### src/rtl/boot_pkg.sv
// ---------------------------------------------------------------------------
// boot_pkg
// Shared definitions for the instruction-memory boot loader.
//   boot_state_e : loader FSM states (LEN, DATA, CHK, RUN, ERROR)
//   BYTE_CNT_W   : width of the byte-lane counter inside a 32-bit word
//   BYTE_W/WORD_W: byte and instruction-word widths
//   LANE_FIRST/LANE_LAST : little-endian lane indices (lane 0 = bits 7:0)
// CHK is only reachable when BOOT_CHECKSUM_EN is defined.
// ---------------------------------------------------------------------------
package boot_pkg;

  typedef enum logic [2:0] {
    ST_LEN   = 3'd0,
    ST_DATA  = 3'd1,
    ST_CHK   = 3'd2,
    ST_RUN   = 3'd3,
    ST_ERROR = 3'd4
  } boot_state_e;

  localparam int BYTE_CNT_W = 2;
  localparam int BYTE_W     = 8;
  localparam int WORD_W     = 32;

  localparam logic [BYTE_CNT_W-1:0] LANE_FIRST = 2'd0;
  localparam logic [BYTE_CNT_W-1:0] LANE_LAST  = 2'd3;

  // States in which the loader is willing to accept stream bytes.
  function automatic logic accepts_bytes(input boot_state_e s);
    return (s == ST_LEN) || (s == ST_DATA) || (s == ST_CHK);
  endfunction

endpackage

### src/rtl/boot_word_assembler.sv
// ---------------------------------------------------------------------------
// boot_word_assembler
// Collects four bytes into a little-endian 32-bit word (first byte -> 7:0).
// Ports:
//   clk          : system clock
//   clear_i      : synchronous clear of lane counter and shift register
//   byte_i       : incoming byte, consumed when strobe_i is high
//   strobe_i     : byte-accept strobe
//   word_o       : assembled word, valid while word_valid_o is high
//   word_valid_o : high for the strobe that delivers the 4th byte
// ---------------------------------------------------------------------------
module boot_word_assembler
  import boot_pkg::*;
(
  input  logic              clk,
  input  logic              clear_i,
  input  logic [BYTE_W-1:0] byte_i,
  input  logic              strobe_i,
  output logic [WORD_W-1:0] word_o,
  output logic              word_valid_o
);

  logic [BYTE_CNT_W-1:0] lane_q, lane_d;
  logic [WORD_W-1:0]     shreg_q, shreg_d;

  always_comb begin
    lane_d  = lane_q;
    shreg_d = shreg_q;
    if (clear_i) begin
      lane_d  = LANE_FIRST;
      shreg_d = '0;
    end else if (strobe_i) begin
      lane_d  = lane_q + BYTE_CNT_W'(1);
      // Shift right so the first byte ends up in the low lane after 4 shifts.
      shreg_d = {byte_i, shreg_q[WORD_W-1:BYTE_W]};
    end
  end

  always_ff @(posedge clk) begin
    lane_q  <= lane_d;
    shreg_q <= shreg_d;
  end

  // The word is presented combinationally on the 4th byte so the top can
  // register it on the same edge that accepts that byte.
  assign word_o       = {byte_i, shreg_q[WORD_W-1:BYTE_W]};
  assign word_valid_o = strobe_i && !clear_i && (lane_q == LANE_LAST);

endmodule

### src/rtl/imem_boot_loader.sv
// ---------------------------------------------------------------------------
// imem_boot_loader
// Receives a boot image over a byte valid/ready channel, writes it into
// instruction memory from word address 0, and holds the core in reset until
// the image is loaded.
// Image: 4-byte LE word count N, then N LE words.
// Optional macro BOOT_CHECKSUM_EN: one trailing byte equal to the XOR of all
// length and data bytes; mismatch rejects the image.
// Ports:
//   clk, reset   : clock, synchronous active-high reset
//   rx_data/rx_valid/rx_ready : byte stream input
//   imem_we/imem_addr/imem_wdata : one-cycle write strobe to instruction memory
//   core_reset   : core reset, high until the image is loaded
//   boot_done    : image accepted, core released
//   boot_error   : image rejected, core kept in reset
//   words_loaded : number of words written so far
// ---------------------------------------------------------------------------
module imem_boot_loader
  import boot_pkg::*;
#(
  parameter int IMEM_DEPTH = 1024,
  parameter int ADDR_W     = $clog2(IMEM_DEPTH)
) (
  input  logic              clk,
  input  logic              reset,
  input  logic [7:0]        rx_data,
  input  logic              rx_valid,
  output logic              rx_ready,
  output logic              imem_we,
  output logic [ADDR_W-1:0] imem_addr,
  output logic [31:0]       imem_wdata,
  output logic              core_reset,
  output logic              boot_done,
  output logic              boot_error,
  output logic [ADDR_W:0]   words_loaded
);

`ifdef BOOT_CHECKSUM_EN
  localparam boot_state_e ST_AFTER_DATA = ST_CHK;
`else
  localparam boot_state_e ST_AFTER_DATA = ST_RUN;
`endif

  boot_state_e       state_q, state_d;
  logic              imem_we_q, imem_we_d;
  logic [ADDR_W-1:0] addr_q, addr_d;
  logic [31:0]       wdata_q, wdata_d;
  logic [ADDR_W:0]   words_q, words_d;
  logic [ADDR_W:0]   len_q, len_d;
  logic              core_reset_q, core_reset_d;
  logic              boot_done_q, boot_done_d;
`ifdef BOOT_CHECKSUM_EN
  logic [7:0]        xor_q, xor_d;
`endif

  logic        xfer;
  logic        asm_strobe;
  logic        word_valid;
  logic [31:0] word;

  assign rx_ready   = !reset && accepts_bytes(state_q);
  assign xfer       = rx_valid && rx_ready;
  assign asm_strobe = xfer && ((state_q == ST_LEN) || (state_q == ST_DATA));

  boot_word_assembler u_asm (
    .clk          (clk),
    .clear_i      (reset),
    .byte_i       (rx_data),
    .strobe_i     (asm_strobe),
    .word_o       (word),
    .word_valid_o (word_valid)
  );

  always_comb begin
    state_d      = state_q;
    imem_we_d    = 1'b0;
    addr_d       = addr_q;
    wdata_d      = wdata_q;
    words_d      = words_q;
    len_d        = len_q;
    // Release lags RUN entry by one edge so the final write strobe has
    // already retired when the core leaves reset.
    core_reset_d = (state_q != ST_RUN);
    boot_done_d  = (state_q == ST_RUN);
`ifdef BOOT_CHECKSUM_EN
    xor_d        = xor_q;
    if (asm_strobe) xor_d = xor_q ^ rx_data;
`endif

    case (state_q)
      ST_LEN: begin
        if (word_valid) begin
          len_d = word[ADDR_W:0];
          if (word > 32'(IMEM_DEPTH)) state_d = ST_ERROR;
          else if (word == '0)        state_d = ST_AFTER_DATA;
          else                        state_d = ST_DATA;
        end
      end
      ST_DATA: begin
        if (word_valid) begin
          imem_we_d = 1'b1;
          addr_d    = words_q[ADDR_W-1:0];
          wdata_d   = word;
          words_d   = words_q + (ADDR_W+1)'(1);
          if (words_d == len_q) state_d = ST_AFTER_DATA;
        end
      end
`ifdef BOOT_CHECKSUM_EN
      ST_CHK: begin
        if (xfer) state_d = (rx_data == xor_q) ? ST_RUN : ST_ERROR;
      end
`endif
      default: ;
    endcase
  end

  always_ff @(posedge clk) begin
    if (reset) begin
      state_q      <= ST_LEN;
      imem_we_q    <= 1'b0;
      addr_q       <= '0;
      wdata_q      <= '0;
      words_q      <= '0;
      len_q        <= '0;
      core_reset_q <= 1'b1;
      boot_done_q  <= 1'b0;
`ifdef BOOT_CHECKSUM_EN
      xor_q        <= '0;
`endif
    end else begin
      state_q      <= state_d;
      imem_we_q    <= imem_we_d;
      addr_q       <= addr_d;
      wdata_q      <= wdata_d;
      words_q      <= words_d;
      len_q        <= len_d;
      core_reset_q <= core_reset_d;
      boot_done_q  <= boot_done_d;
`ifdef BOOT_CHECKSUM_EN
      xor_q        <= xor_d;
`endif
    end
  end

  assign imem_we      = imem_we_q;
  assign imem_addr    = addr_q;
  assign imem_wdata   = wdata_q;
  assign words_loaded = words_q;
  assign core_reset   = core_reset_q;
  assign boot_done    = boot_done_q;
  assign boot_error   = (state_q == ST_ERROR);

endmodule

### config.mk
export PLATFORM = sky130hd
export DESIGN_NAME = imem_boot_loader
export DESIGN_NICKNAME = d
export VERILOG_FILES = /design/src/rtl/boot_pkg.sv /design/src/rtl/boot_word_assembler.sv /design/src/rtl/imem_boot_loader.sv
export SDC_FILE = /design/constraint.sdc
export NUM_CORES = 1
export LEC_CHECK = 0
export ABC_AREA = 1
export CELL_PAD_IN_SITES_DETAIL_PLACEMENT = 1
export CELL_PAD_IN_SITES_GLOBAL_PLACEMENT = 1
export CORE_ASPECT_RATIO = 0.6
export CORE_MARGIN = 3
export CORE_UTILIZATION = 38
export DETAILED_ROUTE_END_ITERATION = 6
export GPL_TIMING_DRIVEN = 0
export HOLD_SLACK_MARGIN = 0.08
export PLACE_DENSITY = 0.77
export SLEW_MARGIN = 15
export SYNTH_ARGS = -nofsm -noshare
export SYNTH_HDL_FRONTEND = slang
export SYNTH_SLANG_ARGS = --single-unit
### constraint.sdc
create_clock -name clk -period 2.1 [get_ports clk]
set_clock_uncertainty 0.05 [all_clocks]
set_input_delay 0.315 -clock clk [delete_from_list [all_inputs] [get_ports clk]]
set_output_delay 0.315 -clock clk [all_outputs]
set_load 0.005 [all_outputs]
After elaboration in Yosys (flattened, before gate mapping) --
Index checks and enable logic that the tools add are counted.
Word-level totals: output and inout bits 58, register bits 104, word-level logic and storage cells 46, input bits 11
Cells by class: magnitude comparators 1, bitwise operators 1, mux-type cells 7, add/sub/neg operators 2, equal/unequal tests 10, reduce and logical (&&, ||, !) cells 15
Operator list (number):
- 32-bit by 11-bit > comparator with 1-bit output, second input constant | 1
- 32-bit zero test | 1
- 3-bit two-way mux | 4
- 11-bit by 1-bit adder with 11-bit output, second input constant | 1
- 11-bit equality test | 1
- 3-bit by 2-bit equality test with 1-bit output, second input constant | 2
- 2-bit by 1-bit inequality test with 1-bit output, second input constant | 3
- 3-bit one-hot mux with 2 select lines | 1
- 1-bit logical AND | 5
- 2-bit AND reduction | 2
- 4-bit AND reduction | 1
- 3-bit by 1-bit equality test with 1-bit output, second input constant | 1
- 3-bit equality test, second input constant | 1
- 3-bit zero test | 1
- 3-bit by 2-bit inequality test with 1-bit output, second input constant | 1
- 2-bit by 1-bit adder with 2-bit output, second input constant | 1
- 2-bit equality test, second input constant | 1
- 1-bit logical OR | 2
- 2-bit two-way mux | 1
- 2-bit nonzero test | 1
- 2-bit OR reduction | 1
- 1-bit zero test | 1
- 1-bit two-way mux | 1
- 1-bit NOT | 1

Depth between registers and ports, before layout --
Gate-level depths: netlist of run 1.
word-level depth 10, mapped depth 14, mapped depth without buffers 14

Hierarchy --
A second synthesis of run 1 with hierarchy kept.
Second synthesis, totals: cell total of the unflattened synthesis 598, area total of the unflattened synthesis 4404.2 sq um
Modules (own cells, without submodules):
- imem_boot_loader | cells each 423, area each 3051.7 sq um, seq. area each 1401.3 sq um, times used 1
- boot_word_assembler | cells each 175, area each 1352.5 sq um, seq. area each 520.5 sq um, times used 1

Worst setup path after synthesis of run 1 --
Ideal clock, no wire load.
kind reg-to-reg, start point reg words_q[0], in the netlist words_loaded[0], end point reg state_q[2], cell stages (with the launch flop) 15, period minus slack after synthesis 1.887 ns, buffers on the path 0, path slack 0.213 ns, required time 1.935 ns, data arrival time 1.722 ns, setup time 0.115 ns, cell sequence dfxtp_1 -> ha_1 -> nand2_2 -> nor2_4 -> nand2_1 -> nand2_2 -> nand2_1 -> nand2_1 -> nand2_1 -> nor2_2 -> nand2_1 -> o21ai_2 -> nand3_2 -> nand2_1 -> nor2_1
On the way: cells in the longest elaborated chain, start to end 4
RTL lines:
- from (decl) | line imem_boot_loader.sv:48 | logic [ADDR_W:0] words_q, words_d;
- from (signal assigned) | line imem_boot_loader.sv:135 | words_q <= words_d;
- 11-bit by 1-bit adder with 11-bit output | line imem_boot_loader.sv:104 | words_d = words_q + (ADDR_W+1)'(1);
- 11-bit equality test | line imem_boot_loader.sv:105 | if (words_d == len_q) state_d = ST_AFTER_DATA;
- 2-bit by 1-bit inequality test with 1-bit output (no line)
- 4-bit AND reduction (no line)
- to (signal assigned) | line imem_boot_loader.sv:131 | state_q <= state_d;
- to (decl) | line imem_boot_loader.sv:44 | boot_state_e state_q, state_d;
No other way between the ends. A chain may end at the register's enable or synchronous reset.

Worst setup path in the final report of run 1 --
Ends and elaborated chain as after synthesis.

==> results of run 1 <==
-- report_power, final --
| part | leakage, nW | total (W) | internal [W] | switching [W] |
|---|---|---|---|---|
| sequential | 0.782 | 0.00187 | 0.00185 | 0.0000195 |
| clock | 0.133 | 0.00161 | 0.000850 | 0.000761 |
| combinational | 1.05 | 0.000203 | 0.0000648 | 0.000138 |
-- registers in the layout, indices dropped and copies added, names as in the netlist --
register       cells
imem_wdata        32
u_asm.shreg_q     24
len_q             11
words_loaded      11
imem_addr         10
state_q            3
u_asm.lane_q       2
boot_done          1
core_reset         1
imem_we            1
-- layout make-up --
| type | count | area share, % |
|---|---|---|
| buffer | 27 | 2.54 |
| clock buffer | 10 | 4.70 |
| clock inverter | 6 | 1.01 |
| inverter | 53 | 3.94 |
| multi-input combinational | 320 | 32.0 |
| sequential | 96 | 38.1 |
| tap | 130 | 3.20 |
| timing repair buffer | 76 | 14.5 |
-- cell usage after synthesis, drive strengths merged (2+ instances only) --
cell    count
nor4        2
nand4       7
dfxtp      96
nand3b      3
buf         2
nand2      59
nor2       43
o21ai      91
nand3      23
ha          2
a21oi      78
clkbuf     25
xor2        2
nor3        5
a31oi       3
inv        52
-- worst max-delay path by stage --
| stage | start | to |
|---|---|---|
| global route | state_q[1]$_SDFFE_PP0P_ | imem_wdata[12]$_SDFFE_PP0P_ |
| global placement | reset | rx_ready |
| finish | words_loaded[0]$_SDFFE_PP0P_ | state_q[2]$_SDFFE_PP0P_ |
| detailed placement | reset | rx_ready |
| floorplan | words_loaded[0]$_SDFFE_PP0P_ | state_q[2]$_SDFFE_PP0P_ |
| CTS | words_loaded[2]$_SDFFE_PP0P_ | state_q[2]$_SDFFE_PP0P_ |
-- cells by family (layout without fill, tap and decap cells) --
| kind of cell | after synthesis | count (layout) | share of synthesized area [%] |
|---|---|---|---|
| AO/OA/AOI/OAI | 173 | 173 | 23.2 |
| XOR/XNOR | 3 | 3 | 0.691 |
| adder cells (fa/ha/maj) | 2 | 2 | 0.658 |
| buffers and inverters | 80 | 172 | 7.97 |
| flip-flops | 96 | 96 | 50.6 |
| AND/OR/NAND/NOR | 142 | 142 | 16.9 |
-- critical path, stage by stage (launching register included) --
cell and delay, ns:
sky130_fd_sc_hd__dfxtp_4 0.39, sky130_fd_sc_hd__ha_4 0.17, sky130_fd_sc_hd__nand2_4 0.08, sky130_fd_sc_hd__nor2_4 0.17, sky130_fd_sc_hd__nand2_1 0.08, sky130_fd_sc_hd__nand2_2 0.06, sky130_fd_sc_hd__nand2_1 0.06, sky130_fd_sc_hd__nand2_1 0.06
sky130_fd_sc_hd__nand2_1 0.06, sky130_fd_sc_hd__nor2_2 0.15, sky130_fd_sc_hd__nand2_2 0.11, sky130_fd_sc_hd__o21ai_4 0.21, sky130_fd_sc_hd__nand3_2 0.13, sky130_fd_sc_hd__nand2_1 0.08, sky130_fd_sc_hd__nor2_1 0.04
-- per-stage QoR --
stage	hold WS [ns]	utilization [%]	instances
floorplan	0.327	-	496
global placement	0.390	49.1	694
detailed placement	0.411	49.1	694
CTS	0.353	52.6	710
global route	0.184	53.7	718
finish	0.188	53.7	718
-- layer usage --
layer / global-route usage (%) / vias up / share of wire, %
met4: 4.94 / 0 / 1.2
met5: 0 / - / 0
met3: 5.18 / 14 / 5.3
met2: 34.1 / 99 / 42
met1: 35.1 / 1898 / 52
li1: - / 1824 / -
-- repair_timing --
item | in CTS | in global routing
pin swaps | 1 | 7
hold buffers | 0 | 0
buffers inserted | 0 | 8
cloned | 0 | 0
resized for setup | 15 | 21
endpoints found under the hold margin | 0 | 0
setup endpoints to repair | 52 | 23
==> results.txt, run 1 <==
The clock network latency to the later pin of the worst-skew pair came out at 0.35 ns. The flow ran to the end, and the final reports show no timing, DRC or antenna violations. Entering global routing, the biggest net connects 18 pins. The fraction of registers with async set/reset is 0%.

The area share of the largest cell type after synthesis was 50.6%. The congestion estimate from routability-driven global placement came to 0.850. The total area inside the core boundary comes to 0.00946 mm^2. For the worst setup path, the data arrival time is 2.20 ns.

The logs give 0.00194 mm^2 for the sequential cell area and 0 for the number of failing setup endpoints in the final timing report. The tree is rooted in a sky130_fd_sc_hd__clkbuf_16. TritonCTS built the clock tree. The depth of the worst hold-timing path is 2, and the residual DRC count is 0. Before antenna repair, the detailed router went through 5 iterations. The total global routing track utilization was 23.4%; the number of violations reported at the end of detailed-routing iteration 0 was 168. The most common flop cell mapped by yosys was sky130_fd_sc_hd__dfxtp_1.

The filler cells instantiated in the layout total 1149. The library cell used most frequently in the layout, excluding fill and tap cells, is sky130_fd_sc_hd__dfxtp_1. The maximum root-to-sink buffer count is 2, and the total count of hold-check failures in the final report is 0. The number of antenna violations at the first check in global routing is 0, and the post-synthesis average cell area is 7.66 um^2. In this run the power density over the cells is 725 mW/mm^2.

In this run the cell area of the synthesized design comes to 0.00380 mm^2. The die outline height was 83.5 um. The remaining max-slew budget at the tightest pin was 51.1%.

The max-capacitance violation count was 0; the count of buffers inserted at the top-level ports was 68. Endpoint of the lowest-slack register-to-register path: state_q[2]$_SDFFE_PP0P_. The post-route clock period utilization came out at 95.7%.

The area occupied by multi-input gates was 0.00163 mm^2. Dividing the detail-routed via count by the number of cells gives 5.34. Count of nets after finishing: 596. The smallest setup slack after layout came out at 0.0909 ns. Detailed routing inserted a total of 3835 vias. The sum of negative setup slack is 0 ns.

The width of the die is 135 um. First-pass GRT wire length: 20.8 mm. The run gives 0 as the final antenna-violating net count. The power consumption is 0.00369 W. The kind of launch point of the worst setup path was a flop. The worst hold endpoint is state_q[1]$_SDFFE_PP0P_. Post-synthesis register bit count: 96. Category of the critical setup timing path: reg -> reg. The number of enable-type register cells in the synthesized netlist was 0; the synthesis-to-layout area growth was 33.6%.

OpenSTA, run right after detailed placement, puts the worst setup slack at -0.712 ns. The post-CTS clock slew at the launch and capture registers of the worst setup and hold paths works out to 0.07 ns. The biggest area contributor in the post-synthesis netlist is sky130_fd_sc_hd__dfxtp_1. 69 I/O pins were placed. In this run the critical register-to-register path is launched from words_loaded[0]$_SDFFE_PP0P_.

Sorting the synthesized cells by area gives the leading types as sky130_fd_sc_hd__dfxtp_1, sky130_fd_sc_hd__o21ai_0, sky130_fd_sc_hd__a21oi_1. The die covers 0.0113 mm^2. After synthesis, the netlist uses 26 different library cells. For the remaining global-route overflow, the log shows 0. The worst-case IR drop observed on VDD is 0.000364 V. The count of warnings emitted by yosys came out at 0. The maximum fanout count along the critical path was 6.

The top cell types in the final layout, fill and taps aside, are sky130_fd_sc_hd__dfxtp_1, sky130_fd_sc_hd__o21ai_0, sky130_fd_sc_hd__a21oi_1. The required time of the worst setup path was 2.29 ns. Subtracting the final worst setup slack from the clock period gives 2.01 ns.

For the worst flop-to-flop path, the logic depth is 14. For this run, the top clock speed supported by timing is 0.498 GHz. The number of max-slew violations in the final report was 0; the slew at the pin with the worst max-slew slack was 0.734 ns.

The per-cell routed wire length works out to 18.2 um. In this run the static leakage power is 1.96 nW. Once placement finished, the instance area stood at 0.00464 mm^2. The initialized floorplan defines 27 standard-cell rows. The post-route netlist has 9.86% of its cells at a drive strength greater than 1. The number of global-route vias before repair came out at 3895. The routed design has 13.1 mm of wire.

The TritonCTS sink count was 96; the detailed placer's ending HPWL was 9.56 mm. For the instance count of the mapped netlist, the log shows 496. After routing the design area is 0.00508 mm^2. Once the floorplan was initialized, standard cells occupied 40.2% of the core.

For the maximum level of the CTS H-tree, the log shows 3. The path class of the tightest hold or removal check is in -> reg. The worst hold path begins at reset. The share of synthesized area occupied by flip-flops and latches came out at 50.6%.

The tools report the type of element capturing the critical path as a flop. TritonCTS created 9 clock buffers. The number of antenna diodes in the final layout is 0. The setup check on the worst reg-to-reg path leaves a slack of 0.09 ns. When the netlist entered floorplanning its net count stood at 509.
Power figures use the tool's default switching activity.
==> run 2: changes to the inputs <==
- CORE_MARGIN: 3 -> 5
==> run 2 against run 1 <==
Compared with the run above: clock power increased by 6%; sequential cell count unchanged; critical path type unchanged; largest cell class unchanged; design area shrank 0.22%; power grew 2.4%.
==> results.txt, run 2 (synthesis gave the netlist of run 1 again) <==
The first routing iteration left 326 violations. Counting I/O delays and the setup requirement, the final critical path takes 1.95 ns. The tools report the kind of launch point of the worst setup path as a flop.

The slowest library cell on the worst path is sky130_fd_sc_hd__dfxtp_4. Grouping stages by cell kind, the critical path spends the most delay in simple AND/OR/NAND/NOR gates. The run gives 1.94 nW as the leakage component of the power. Leaving out fill and tap cells, the most frequent cells in the layout are sky130_fd_sc_hd__o21ai_0, sky130_fd_sc_hd__dfxtp_1, sky130_fd_sc_hd__a21oi_1. The number of global-route vias before repair was 3976; the count of nets after finishing was 593. Across the VDD grid, the largest voltage drop is 0.000358 V.

The register with the most flip-flops in the layout has 32 of them. The number of buffers and inverters on the critical path is 0. In this run the remaining antenna-violating nets after routing total 0. The die covers 0.0122 mm^2.

Detailed routing inserted a total of 3733 vias. For this run, the slowest stage of the critical path takes 0.38 ns. Switching share of power: 23.6%. For this run the aggregate overflow at the end of global routing stands at 0. The TritonCTS sink count was 96; the detailed placer's ending HPWL was 9.46 mm. In this run, CTS created clock tree buffers numbering 9. In this run the deepest clock path goes through 2 buffers. At the worst endpoint, the arrival time is 2.14 ns. The run finished with clean final reports. In this run, the combinational gates consume 5.3% of the power. The tools report the total count of hold-check failures in the final report as 0. Traced cell by cell, the critical path runs through ha_4 > nand2_2 > nor2_4 > nand2_1 > nand2_2 > nand2_1 > nand2_1 > nand2_1 > nor2_2 > nand2_2 > o21ai_4 > nand3_2 > nand2_1 > nor2_1. In the global route stage, overall resource usage came out at 21.6%. The die outline height is 87.5 um. After detailed routing, the number of vias per cell comes to 5.18. After detailed routing, the number of remaining DRC violations is 0. During placement, the flow inserted port buffers numbering 68.

The most prevalent standard cell on the critical path was sky130_fd_sc_hd__nand2_1. The number of hold buffers added after CTS was 0. The internal portion of the total power is 0.00288 W.

In this run the tightest slew margin relative to its limit is 58.5%. At the placement stage, the worst setup path has a slack of -0.731 ns. Setup violations remaining at the end of the flow were counted as 0. The type of element capturing the critical path is a flop.

In this run the cell area measured after placement is 0.00465 mm^2. The post-CTS clock slew at the launch and capture registers of the worst setup and hold paths is 0.07 ns, and the fraction of power consumed by the clock network is 45.2%. Clock latency on the worst-skew pair, taken at its later pin, is 0.35 ns. TritonCTS built the clock tree. Dividing the detail-routed wire length by the instance count gives 17.6 um. The type of the tightest min-delay check is in -> reg. The number of max-slew violations in the final report is 0, and the count of filler cells inserted in the layout is 1187.

The tool flagged a number of max-cap violations equal to 0. For this configuration, the core starts out at a cell density of 38.8%. The power density relative to cell area is 744 mW/mm^2.

For the number of detailed-routing iterations run before antenna repair, the log shows 4. From synthesis to final layout, the design area changed by 33.3%. For the final RePlAce weighted congestion, the log shows 0.874. The count of standard-cell rows was 28. At the worst endpoint, the required time is 2.28 ns. The run gives 0 as the number of antenna violations at the first check in global routing. Dividing the final minimum period by the clock period gives 93.0%. Registers take 0.00194 mm^2. The critical path is of the reg -> reg type.

The maximum fanout count along the critical path works out to 4. The core region is 0.00981 mm^2. CTS placed an instance of sky130_fd_sc_hd__clkbuf_16 at the clock tree root.

The commonest non-fill, non-tap cell in the layout was sky130_fd_sc_hd__o21ai_0. For this design the total switching power over the nets is 0.000889 W. The number of placed cells counting well taps is 699, and the final non-filler cell area is 0.00507 mm^2. In the post-route analysis, the smallest setup slack over all paths is 0.147 ns. For the sequential share of power, the log shows 49.6%. In this run the horizontal extent of the chip is 139 um. The number of antenna diodes in the final layout is 0. The number of non-filler instances in the completed layout came out at 720. Entering global routing, the biggest net connects 17 pins.

The total length of routed wires came out at 12.7 mm. The maximum clock frequency came out at 0.512 GHz. The number of I/O pins is 69. The run gives 20.8 mm as the first-pass GRT wire length. The fraction of layout instances using a drive strength above 1 is 9.06%. The slew at the pin with the worst max-slew slack was 0.622 ns. CTS built an H-tree with a depth of 3.

Area occupied by multi-input gates: 0.00161 mm^2.
run 2: cell count changes in the layout (fill, tap and decap cells not counted), moves of 2 or more:
cell,before,now
sky130_fd_sc_hd__buf_4,8,6
sky130_fd_sc_hd__clkbuf_1,19,22
sky130_fd_sc_hd__clkbuf_2,5,2
sky130_fd_sc_hd__clkinvlp_4,3,1
sky130_fd_sc_hd__dfxtp_1,90,88
sky130_fd_sc_hd__dfxtp_2,3,6
run 2: path summary, 6_finish.rpt:
check        slack [ns]  depth (start not counted)                           end                         start
max                0.15                         14       state_q[2]$_SDFFE_PP0P_  words_loaded[0]$_SDFFE_PP0P_
min                0.18                          2       state_q[0]$_SDFFE_PP0P_                         reset
max reg2reg        0.15                         14       state_q[2]$_SDFFE_PP0P_  words_loaded[0]$_SDFFE_PP0P_
min reg2reg        0.41                          2  u_asm.lane_q[1]$_SDFFE_PP0N_  u_asm.lane_q[1]$_SDFFE_PP0N_
run 2: power groups by stage:
stage,Clock (W),Sequential [W],Combinational (W)
2_1_floorplan,0,0.00191,0.000108
3_3_place_gp,0,0.00191,0.000184
3_5_place_dp,0,0.00191,0.000189
4_1_cts,0.00172,0.00187,0.000195
5_1_grt,0.00180,0.00187,0.000219
6_report,0.00170,0.00187,0.000198
run 2: final cells by class:
cell class	instances	area share (%)
Buffer	26	2.39
Tap cell	135	3.33
Clock buffer	11	4.79
Timing Repair Buffer	74	14.2
Clock inverter	5	1.26
Sequential cell	96	38.2
Multi-Input combinational cell	320	31.8
Inverter	53	3.95
run 2: repair_timing:
item / in CTS / in global routing
setup buffers: 0 / 6
pin swaps: 0 / 3
resized for setup: 15 / 14
setup endpoints to repair: 66 / 6
run 2: per-layer routing:
layer / vias to the layer above / wire length [um] / GRT usage, %
met5: - / 0 / 0
met4: 0 / 61 / 4.09
met3: 6 / 578 / 5.81
met2: 71 / 5400 / 33.2
met1: 1834 / 6650 / 30.9
li1: 1822 / - / -
run 2: metrics by stage:
stage | hold WS [ns] | TNS [ns] | total power, W | utilization, %
6_report | 0.178 | 0 | 0.00377 | 51.7
3_5_place_dp | 0.401 | -35.16 | 0.00210 | 47.4
3_3_place_gp | 0.391 | -33.17 | 0.00210 | 47.4
4_1_cts | 0.332 | 0 | 0.00379 | 51.0
5_1_grt | 0.203 | -0.00909 | 0.00389 | 51.7
2_1_floorplan | 0.327 | 0 | 0.00202 | -
==> RTL edit 1: new RTL, settings of run 2 <==
The package constant `BYTE_CNT_W` goes from 2 to 3.
--- a/src/rtl/boot_pkg.sv
+++ b/src/rtl/boot_pkg.sv
@@ -19,3 +19,3 @@
 
-  localparam int BYTE_CNT_W = 2;
+  localparam int BYTE_CNT_W = 3;
   localparam int BYTE_W     = 8;
Behaviour: not the same (Yosys sat finds a counterexample within 10 cycles, from zero or initial values and one cycle with reset high).
==> RTL edit 1 against run 2 <==
First-iteration DRC count decreased by 36%. Cell area increased by 0.77%. Hold slack got worse by 23 ps. Area after synthesis increased by 3.2%. Critical endpoint is now boot_error. Core utilization decreased by 0.52 points. Critical path depth decreased by 12. Global-route usage decreased by 1.4 points. Via count decreased by 0.70%. Sequential cell count increased by 1. Worst setup slack improved by 15 ps. Sequential share of layout area about the same. Power increased by 2.4%. Largest cell class unchanged. Routed wire length decreased by 3.0%.
==> RTL edit 1: results (changes against run 2) <==
status=finished clean; register area share after synthesis=49.5% (-1.1 points); CP peak stage delay=540 ps (+160 ps); Max clock buf depth=2 (unchanged); Hold Path End=state_q[0]$_SDFFE_PP0P_; final cell count without fillers=722 (+0.28%); Skew-Pair Late Insertion Delay=350 ps (about the same); Worst Min Path Start=reset; placed wire-length estimate=9120 um (-3.5%); Net Count, Synth=518 (+1.8%); DR pass1 iterations=4 (unchanged); CP max-delay cell=clkdlybuf4s50_1; # fillers=1,216 (+2.4%); Netlist cell types=30 (+15%); share of cells above drive strength 1=10.2% (+1.2 points); Crit Path Max Fanout=5 (+1); initial antenna violation count=0 (unchanged); Crit Reg-Reg Startpoint=words_loaded[0]$_SDFFE_PP0P_; vias in the first global route=4,028 (+1.3%); RR Endpoint=state_q[2]$_SDFFE_PP0P_; Net Sw Frac=22.8% (-0.74 points); Inst Count DP=706 (+1.0%); port bufs=67 (-1.5%); min-delay worst type=primary input to flip-flop; Reg2Reg Setup Slack=180 ps (+30 ps); first-pass GRT wire length=19,900 um (-4.4%); all-layer global routing usage=20.3% (-1.4 points); Num CTS Buffers=9 (unchanged); Crit. Startpoint=state_q[2]$_SDFFE_PP0P_; clock tree root buffer cell=clkbuf_16; nets=596 (+0.51%); worst ir drop on vdd=0.401 mV (+12%); drt wl/cell=17.1 um (-3.3%); Final Wtd Congestion=0.852 (-2.5%); H-Tree Depth=3 (unchanged); LEAKAGE=0.00201 uW (+4.1%); Avg Cell Area, Syn=7.78 um^2 (+1.6%); Register-to-Register Path Depth=14 (unchanged); setup bufs post-CTS=0 (unchanged); Least-Margin Pin Slew=511 ps (-111 ps); ys async rst share=0% (unchanged); most instantiated cells after synthesis=97 x dfxtp_1, 87 x o21ai_0, 70 x a21oi_1, 49 x inv_1, 49 x nand2_1; Worst-path clk slew=around 60 ps; hold depth=2 (unchanged); DR iter-0 viols=209 (-36%); vias per cell=5.13 (-0.97%); worst path arrival time=1570 ps (-570 ps); largest net degree at the start of global routing=17 (unchanged); Top Family by Delay on Critical Path=buffers and inverters; ANT cells=0 (unchanged); Largest register FFs=32 (unchanged); YS warnings=0 (unchanged); Post-synth top flop=dfxtp_1; Synth area leaders=dfxtp_1 50%, o21ai_0 11%, a21oi_1 8.9%
==> RTL edit 1: cells by family after synthesis <==
group,synth area share (%)
compound gates,21.4
xor+xnor,0.893
fa+ha+maj,0.957
buf+inv,8.64
flops,49.5
simple gates,18.6
==> RTL edit 1: stage by stage <==
step / hold slack (ps) / area, um^2 / worst slack [ps] / total power [uW] / utilization (%)
2_1_floorplan: 400 / 3920 / 359 / 2040 / -
3_3_place_gp: 406 / 4760 / 9.22 / 2120 / 47.7
3_5_place_dp: 415 / 4760 / -61.3 / 2120 / 47.7
4_1_cts: 146 / 5080 / 22.9 / 3880 / 50.9
5_1_grt: 151 / 5110 / 20.0 / 3980 / 51.2
6_report: 155 / 5110 / 162 / 3860 / 51.2
==> RTL edit 1: worst max-delay path by stage <==
stage	endpoint	slack, ps	cells after the start
floorplan	state_q[2]$_SDFFE_PP0P_	360	14
global placement	words_loaded[10]$_SDFFE_PP0P_	9	10
detailed placement	state_q[2]$_SDFFE_PP0P_	-60	14
CTS	state_q[2]$_SDFFE_PP0P_	20	14
global route	state_q[2]$_SDFFE_PP0P_	20	14
finish	boot_error	160	2
==> RTL edit 1: cell type report <==
class                   count  share of cell area, %
plain buffers              29                   2.74
clock buffers               9                   4.41
well taps                 135                   3.31
clock inverters             7                   1.84
inverters                  53                   3.90
multi-input cells         325                   32.5
flip-flops and latches     97                   38.2
repair buffers             67                   13.1
==> RTL edit 1: power groups by stage <==
stage,Combinational (uW),Clock [uW],Sequential [uW]
2_1_floorplan,114,0,1930
3_3_place_gp,182,0,1930
3_5_place_dp,189,0,1940
4_1_cts,191,1800,1890
5_1_grt,212,1870,1900
6_report,190,1780,1890
==> RTL edit 1: worst register-to-register path: stages, from the launching register on <==
cell	delay, ps
dfxtp_4	400
ha_4	170
nand2_2	110
nor2_4	120
nand3_1	100
nand3_1	100
nand2_1	60
nor2_1	100
nand2_1	80
nor2_1	120
nand2_1	100
nand2_2	110
nand3_2	90
nand2_1	70
nor2_1	40
==> RTL edit 1: timing repair <==
item                       CTS  global route
setup endpoints to repair    3             3
resized for setup            2             6
hold endpoints to repair     0             0
==> RTL edit 1: metal layers <==
layer	global-route usage (%)	vias up	routed length [um]
met5	0	-	0
li1	-	1831	-
met2	34.9	73	5660
met3	4.91	8	709
met4	5.80	0	89
met1	25.7	1795	5860
==> RTL edit 2: new RTL, config.mk and constraints of run 2 <==
Made on the original files. Register the output `boot_error`, without a reset; this adds one clock of latency there. The other outputs are not delayed to match.
--- a/src/rtl/imem_boot_loader.sv
+++ b/src/rtl/imem_boot_loader.sv
@@ -150,3 +150,5 @@
   assign boot_done    = boot_done_q;
-  assign boot_error   = (state_q == ST_ERROR);
+  always_ff @(posedge clk) begin
+    boot_error <= (state_q == ST_ERROR);
+  end
 
Behaviour: not the same (a bounded check fails within 10 cycles, from zero or initial values and one cycle with reset high).
==> RTL edit 2 against run 2 <==
Routed wire length up 3.6%. Sequential cell count rose by 1. Cell area hardly changed. Sequential share of layout area up 0.29 points. Area after synthesis up 0.53%. Power increased by 0.53%. Clock power about the same. Worst setup slack lost 42 ps.
==> RTL edit 2: results (changes against run 2) <==
H-Tree Depth=3 (unchanged); Crit Path Max Fanout=5 (+1); nets=592 (-0.17%); largest net degree at the start of global routing=16 (-1); Synth area leaders=dfxtp_1 51%, o21ai_0 12%, a21oi_1 10%; Power Internal=2930 uW (+1.5%); Num CTS Buffers=9 (unchanged); # fillers=1,220 (+2.8%); YS warnings=0 (unchanged); status=finished clean; worst ir drop on vdd=0.452 mV (+26%); LEAKAGE=0.00193 uW (-0.25%); Skew-Pair Late Insertion Delay=around 340 ps; DR iter-0 viols=230 (-29%); first-pass GRT wire length=20,900 um (+0.13%); Final Wtd Congestion=0.856 (-2.0%); most instantiated cells after synthesis=97 x dfxtp_1, 89 x o21ai_0, 77 x a21oi_1, 57 x nand2_1, 52 x inv_1; ys async rst share=0% (unchanged); slew margin rel.=55.8% (-2.7 points); placed wire-length estimate=9430 um (-0.25%); total routed wirelength=13,200 um (+3.6%); Fin Setup TNS=0 ps (unchanged); clock tree root buffer cell=clkbuf_16; min-delay worst type=primary input to flip-flop; ANT cells=0 (unchanged); Net Count, Synth=510 (+0.20%); worst path arrival time=2180 ps (+40 ps); DR pass1 iterations=4 (unchanged); all-layer global routing usage=21.6% (about the same); register area share after synthesis=50.8% (+0.26 points); share of cells above drive strength 1=8.05% (-1.0 points); Largest register FFs=32 (unchanged); vias per cell=5.24 (+0.97%)
==> RTL edit 2: final timing paths <==
check / start / to / slack [ps] / cells past startpoint
setup / recovery: words_loaded[1]$_SDFFE_PP0P_ / state_q[2]$_SDFFE_PP0P_ / 100 / 15
hold / removal: reset / state_q[0]$_SDFFE_PP0P_ / 170 / 2
setup reg to reg: words_loaded[1]$_SDFFE_PP0P_ / state_q[2]$_SDFFE_PP0P_ / 100 / 15
hold reg to reg: u_asm.lane_q[1]$_SDFFE_PP0N_ / u_asm.lane_q[1]$_SDFFE_PP0N_ / 420 / 2
==> RTL edit 2: metal layers <==
metal | up-vias | track usage, % | share of wire (%)
li1 | 1821 | - | -
met1 | 1826 | 30.1 | 51
met2 | 99 | 33.0 | 42
met3 | 18 | 6.49 | 6.3
met4 | 0 | 5.86 | 1.3
met5 | - | 0 | 0
==> RTL edit 2: final cells by class <==
cell class	instances	area [um^2]	area share [%]
Buffer	27	125	2.47
Clock buffer	12	256	5.06
Clock inverter	4	51.3	1.01
Inverter	53	200	3.95
Multi-Input combinational cell	320	1620	31.9
Sequential cell	97	1950	38.5
Tap cell	135	169	3.33
Timing Repair Buffer	71	698	13.8
==> RTL edit 2: logic make-up (layout without fill, tap and decap cells) <==
kind of cell,Yosys count,count (layout),share of synthesized area [%]
AO/OA/AOI/OAI,173,173,23.1
AND/OR/NAND/NOR,142,142,16.8
flip-flops,97,97,50.8
buffers and inverters,80,167,7.92
XOR/XNOR,3,3,0.688
adder cells (fa/ha/maj),2,2,0.655
==> RTL edit 2: per-stage QoR <==
stage | total power (uW) | cell area, um^2 | cells | utilization (%) | setup WS (ps)
after floorplan | 2040 | 3820 | 497 | - | 213
after global placement | 2120 | 4670 | 700 | 47.4 | -674
after detailed placement | 2120 | 4670 | 700 | 47.4 | -681
after CTS | 3810 | 5020 | 716 | 51.0 | 10.1
after global routing | 3910 | 5070 | 719 | 51.5 | -54.8
final | 3790 | 5070 | 719 | 51.5 | 105
==> RTL edit 2: power groups by stage <==
stage          Sequential [uW]  Clock (uW)  Combinational (uW)
2_1_floorplan             1930           0                 108
3_3_place_gp              1930           0                 183
3_5_place_dp              1930           0                 189
4_1_cts                   1890        1720                 197
5_1_grt                   1890        1800                 220
6_report                  1890        1700                 201
==> RTL edit 2: timing repair <==
| item | 4_1_cts | 5_1_grt |
|---|---|---|
| setup endpoints to repair | 43 | 16 |
| pin swaps | 0 | 3 |
| setup buffers | 0 | 3 |
| resized for setup | 14 | 12 |
==> RTL edit 2: worst max-delay path: stages, from the launching register on <==
cell and delay, ps:
dfxtp_4 390, ha_4 160, buf_4 130, inv_1 90, nand2_1 80, nand2_1 50
nand2_1 70, nand2_1 60, inv_1 50, nand3_1 70, nor2_1 120, nand3_2 120
o21ai_4 210, nand3_2 110, nand2_1 80, nor2_1 40
